[config.mk]
export PLATFORM = sky130hd
export DESIGN_NAME = stream_mux_rr
export DESIGN_NICKNAME = d
export VERILOG_FILES = /design/src/rtl/stream_mux_pkg.sv /design/src/rtl/rr_arbiter.sv /design/src/rtl/stream_mux_rr.sv
export SDC_FILE = /design/constraint.sdc
export NUM_CORES = 1
export LEC_CHECK = 0
export BUFFER_PORTS_ARGS = -buffer_cell sky130_fd_sc_hd__buf_4
export CAP_MARGIN = 10
export CORE_MARGIN = 8
export CORE_UTILIZATION = 45
export CTS_CLUSTER_SIZE = 16
export DETAILED_ROUTE_END_ITERATION = 10
export PLACE_DENSITY = 0.78
export SYNTH_ARGS = -nofsm -noshare
export SYNTH_HDL_FRONTEND = slang
export SYNTH_HIERARCHICAL = 1
export SYNTH_SLANG_ARGS = --single-unit
[constraint.sdc]
create_clock -name clk -period 2.6 [get_ports clk]
set_input_delay 0.13 -clock clk [delete_from_list [all_inputs] [get_ports clk]]
set_output_delay 0.13 -clock clk [all_outputs]
set_load 0.005 [all_outputs]
[src/rtl/stream_mux_pkg.sv]
// Shared definitions for the registered round-robin stream multiplexer.
// Encodings of the mode input. Code 3 is reserved and arbitrates like MODE_RR.
package stream_mux_pkg;
    localparam logic [1:0] MODE_RR   = 2'd0;
    localparam logic [1:0] MODE_PRIO = 2'd1;
    localparam logic [1:0] MODE_MAN  = 2'd2;
endpackage

[src/rtl/rr_arbiter.sv]
// Combinational channel arbiter: locked channel, round-robin, fixed priority or manual select.
// A grant is only ever issued to a channel whose request is asserted.
module rr_arbiter
    import stream_mux_pkg::*;
#(
    parameter int NUM_CH = 4,
    parameter int SEL_W  = $clog2(NUM_CH)
) (
    input  logic [NUM_CH-1:0] req,
    input  logic [SEL_W-1:0]  ptr,
    input  logic [1:0]        mode,
    input  logic [SEL_W-1:0]  sel,
    input  logic              lock,
    input  logic [SEL_W-1:0]  lock_ch,
    output logic              grant_vld,
    output logic [SEL_W-1:0]  grant_idx
);

    always_comb begin
        int cand;
        logic found;
        grant_vld = 1'b0;
        grant_idx = '0;
        cand      = 0;
        found     = 1'b0;
        if (lock) begin
            grant_idx = lock_ch;
            grant_vld = req[lock_ch];
        end else begin
            case (mode)
                MODE_MAN: begin
                    if ((int'(sel) < NUM_CH) && req[sel]) begin
                        grant_vld = 1'b1;
                        grant_idx = sel;
                    end
                end
                MODE_PRIO: begin
                    for (int i = 0; i < NUM_CH; i++) begin
                        if (!found && req[SEL_W'(i)]) begin
                            found     = 1'b1;
                            grant_idx = SEL_W'(i);
                        end
                    end
                    grant_vld = found;
                end
                default: begin
                    // Search starts one past the last packet's channel, wrapping modulo NUM_CH.
                    for (int i = 1; i <= NUM_CH; i++) begin
                        cand = int'(ptr) + i;
                        if (cand >= NUM_CH) cand = cand - NUM_CH;
                        if (!found && req[SEL_W'(cand)]) begin
                            found     = 1'b1;
                            grant_idx = SEL_W'(cand);
                        end
                    end
                    grant_vld = found;
                end
            endcase
        end
    end

endmodule

[src/rtl/stream_mux_rr.sv]
// N-channel stream multiplexer with one output register stage and packet-atomic grants.
// Owns the round-robin pointer, the packet lock and the valid/ready handshake.
module stream_mux_rr
    import stream_mux_pkg::*;
#(
    parameter  int NUM_CH = 4,
    parameter  int DATA_W = 8,
    localparam int SEL_W  = $clog2(NUM_CH)
) (
    input  logic                     clk,
    input  logic                     rst,
    input  logic [1:0]               mode,
    input  logic [SEL_W-1:0]         sel,
    input  logic [NUM_CH-1:0]        in_valid,
    input  logic [NUM_CH*DATA_W-1:0] in_data,
    input  logic [NUM_CH-1:0]        in_last,
    output logic [NUM_CH-1:0]        in_ready,
    output logic                     out_valid,
    output logic [DATA_W-1:0]        out_data,
    output logic                     out_last,
    output logic [SEL_W-1:0]         out_ch,
    input  logic                     out_ready
);

    logic              out_valid_q, out_valid_d;
    logic [DATA_W-1:0] out_data_q,  out_data_d;
    logic              out_last_q,  out_last_d;
    logic [SEL_W-1:0]  out_ch_q,    out_ch_d;
    logic [SEL_W-1:0]  ptr_q,       ptr_d;
    logic              lock_q,      lock_d;
    logic [SEL_W-1:0]  lock_ch_q,   lock_ch_d;

    logic              grant_vld;
    logic [SEL_W-1:0]  grant_idx;
    logic              load;
    logic              xfer;
    logic [DATA_W-1:0] sel_data;

    rr_arbiter #(
        .NUM_CH (NUM_CH),
        .SEL_W  (SEL_W)
    ) u_arb (
        .req       (in_valid),
        .ptr       (ptr_q),
        .mode      (mode),
        .sel       (sel),
        .lock      (lock_q),
        .lock_ch   (lock_ch_q),
        .grant_vld (grant_vld),
        .grant_idx (grant_idx)
    );

    always_comb begin
        load        = !out_valid_q || out_ready;
        xfer        = grant_vld && load && !rst;
        sel_data    = in_data[int'(grant_idx)*DATA_W +: DATA_W];
        in_ready    = '0;
        out_valid_d = out_valid_q;
        out_data_d  = out_data_q;
        out_last_d  = out_last_q;
        out_ch_d    = out_ch_q;
        ptr_d       = ptr_q;
        lock_d      = lock_q;
        lock_ch_d   = lock_ch_q;
        if (xfer) in_ready[grant_idx] = 1'b1;
        if (load) out_valid_d = xfer;
        if (xfer) begin
            out_data_d = sel_data;
            out_last_d = in_last[grant_idx];
            out_ch_d   = grant_idx;
            // The pointer only advances at packet end so a packet never loses its slot.
            if (in_last[grant_idx]) begin
                lock_d = 1'b0;
                ptr_d  = grant_idx;
            end else begin
                lock_d    = 1'b1;
                lock_ch_d = grant_idx;
            end
        end
    end

    always_ff @(posedge clk) begin
        if (rst) begin
            out_valid_q <= 1'b0;
            out_data_q  <= '0;
            out_last_q  <= 1'b0;
            out_ch_q    <= '0;
            ptr_q       <= SEL_W'(NUM_CH - 1);
            lock_q      <= 1'b0;
            lock_ch_q   <= '0;
        end else begin
            out_valid_q <= out_valid_d;
            out_data_q  <= out_data_d;
            out_last_q  <= out_last_d;
            out_ch_q    <= out_ch_d;
            ptr_q       <= ptr_d;
            lock_q      <= lock_d;
            lock_ch_q   <= lock_ch_d;
        end
    end

    assign out_valid = out_valid_q;
    assign out_data  = out_data_q;
    assign out_last  = out_last_q;
    assign out_ch    = out_ch_q;

endmodule

==> impl_metrics.csv <==
group,metric,value,unit
power,leakage,0.814,nW
placed_design,dp_cells,212,
critical_path,crit_path_start_kind,"flop",
clock_network,cts_buffers,3,
min_path,hold_class,"input port to flop",
route,post_drt_wl_per_cell,17.1,um
yosys,synth-edff-count,0,
route,num_vias,1267,
floorplan,core-area,2660,um2
sta,setup_viol,0,
floorplan,die_height,68.0,um
sta,worst_pin_slew,581,ps
sta,relSlewSlack,0.613,
yosys,synth_nets,174,
final_layout,areaGrowthSynthToFinish,42.3,%
clock_network,cts_buffer_depth,2,
sta,slew_viol_final,0,
route,finalWirelength,3.69,mm
sta,holdWs,51.4,ps
run,maxCapViolCount,0,
route,firstDrtPassIters,4,
clock_network,clock_sinks,17,
clock_network,clk_pin_slew_worst_paths,100,ps
floorplan,rows,19,
yosys,synth-seq-area-share,0.279,
clock_network,cts_tree,"yes",
global_route,grt_pass1_wl,5.81,mm
yosys,syn-instance-count,125,
final_layout,final_cells,216,
sta,max_freq,405,MHz
final_layout,nets,235,
placed_design,portBuffers,62,
yosys,synthArstFlopShare,0,
sta,finalHoldViolCount,0,
final_layout,drive_gt1_frac,0.432,
sta,fin_crit,2470,ps
route,postRouteAntennaNets,0,
yosys,postSynthAreaPerCell,9.75,um2
clock_network,cts-root-buf,"clkbuf_4",
global_route,grt_usage,0.161,
floorplan,ios,63,
route,drc,0,
floorplan,die_area,4630,um2
route,first_iter_violations,76,
final_layout,n_antenna_cell,0,
sta,tns,0,ps
power,vdd_drop_max,0.450,mV
final_layout,layout_common_cells,"66 x buf_4, 16 x dfxtp_1, 12 x a22o_1, 9 x inv_1, 7 x mux4_2",
floorplan,die_w,68.0,um
yosys,ys_seq_elements,17,
global_route,grt_overflow,0,
critical_path,crit_type,"flop to flop",
final_layout,final_common_cell,"buf_4",
power,powerDensity,719,nW/um2
final_layout,nFillCells,218,
floorplan,initial_utilization,0.458,
yosys,yosysWarnings,6,
critical_path,cp.required,2830,ps
clock_network,postCtsSetupRepairBufs,0,
clock_network,htreeDepth,1,
global_route,grt_pass1_vias,1331,
critical_path,worstPathMaxFanout,11,
critical_path,end_kind,"flop",
yosys,synthFlopType,"dfxtp_1",
route,viasPerCell,5.87,
global_route,grt_max_degree,14,
sta,skew,0.837,ps
run_status,status,"completed",
final_layout,final_core_util,0.651,
critical_path,cp.arrival,2690,ps
placed_design,routabilityCongestion,0.814,
yosys,ys_types,40,
placed_design,dp_hpwl,2.98,mm
sta,period_share,0.949,
clock_network,clk_latency,290,ps
yosys,synth_area,1220,um2
global_route,antenna_found_initial,0,
sta,rsz0062_at_grt,"no",
==> layout make-up <==
type	instances	area, um2	share of cell area
well taps	31	38.8	0.0224
clock buffers	4	26.3	0.0152
flip-flops and latches	17	342	0.197
multi-input cells	89	798	0.460
repair buffers	66	495	0.286
inverters	9	33.8	0.0195
==> worst paths after layout <==
check             depth (start not counted)                startpoint  slack [ps]                   endpoint
setup / recovery                          7     ptr_q[1]$_SDFFE_PP1P_         130  lock_ch_q[0]$_SDFFE_PP0P_
hold / removal                            2                       rst          50     out_valid$_SDFFE_PP0P_
setup reg to reg                          7     ptr_q[1]$_SDFFE_PP1P_         130  lock_ch_q[0]$_SDFFE_PP0P_
hold reg to reg                           1  out_data[0]$_SDFFE_PP0P_         500   out_data[0]$_SDFFE_PP0P_
==> kinds of logic (layout without fill, tap and decap cells) <==
group | after synthesis | count (layout) | share of synthesized area
muxes | 17 | 17 | 0.253
DFF | 17 | 17 | 0.279
AOI/OAI and AO/OA | 36 | 36 | 0.222
and+or+nand+nor | 34 | 34 | 0.153
adders and majority gates | 2 | 2 | 0.0205
buffers and inverters | 19 | 79 | 0.0729
==> registers in the layout, summed over array words and instances (netlist names) <==
name and flops:
lock_ch_q 2, out_data 8, lock_q 1, out_last 1, ptr_q 2, out_valid 1
out_ch 2
==> stage by stage <==
step / cell area, um2 / setup slack (ps) / power [mW]
2_1_floorplan: 1220 / 197 / 0.845
3_3_place_gp: 1700 / 181 / 1.08
3_5_place_dp: 1700 / 75.2 / 1.10
4_1_cts: 1720 / 32.3 / 1.24
5_1_grt: 1730 / 22.6 / 1.33
6_report: 1730 / 133 / 1.25
==> layer usage <==
layer,share of wire,vias to the layer above,global-route usage
met5,0,-,0
met2,0.52,48,0.283
li1,-,607,-
met1,0.39,610,0.176
met4,0.0052,0,0.0384
met3,0.088,2,0.0671
==> critical path, stage by stage (launching register included) <==
cell and delay [ps]:
dfxtp_2 440, mux2i_1 260, o2111ai_1 130, a32o_1 230
a22o_1 210, mux4_2 500, or4_1 470, o21ai_1 150
==> synth_stat cells (all sizes together), types with 2 or more instances <==
cell type / count / area (um2)
dfxtp: 17 / 340
a22o: 12 / 105
mux4: 10 / 236
inv: 9 / 33.8
buf: 8 / 47.5
o21ai: 7 / 35.0
mux2i: 6 / 60.1
nor2: 6 / 22.5
nor3: 6 / 30.0
a21oi: 5 / 25.0
nand2: 5 / 18.8
nor2b: 4 / 25.0
nand2b: 3 / 18.8
o311ai: 3 / 26.3
clkbuf: 2 / 7.51
ha: 2 / 25.0
nand3: 2 / 10.0
or3b: 2 / 17.5
==> where the power goes <==
group          internal, mW  switching [mW]
clock                0.0597          0.0826
sequential            0.346          0.0711
combinational         0.380           0.309
total                 0.785           0.462
==> timing repair <==
action | 4_1_cts | 5_1_grt
endpoints found under the setup margin | 0 | 18
hold buffers | 0 | 0
hold endpoints to repair | 0 | 0
gates resized for setup | 0 | 3
(Power assumes the default switching activity.)
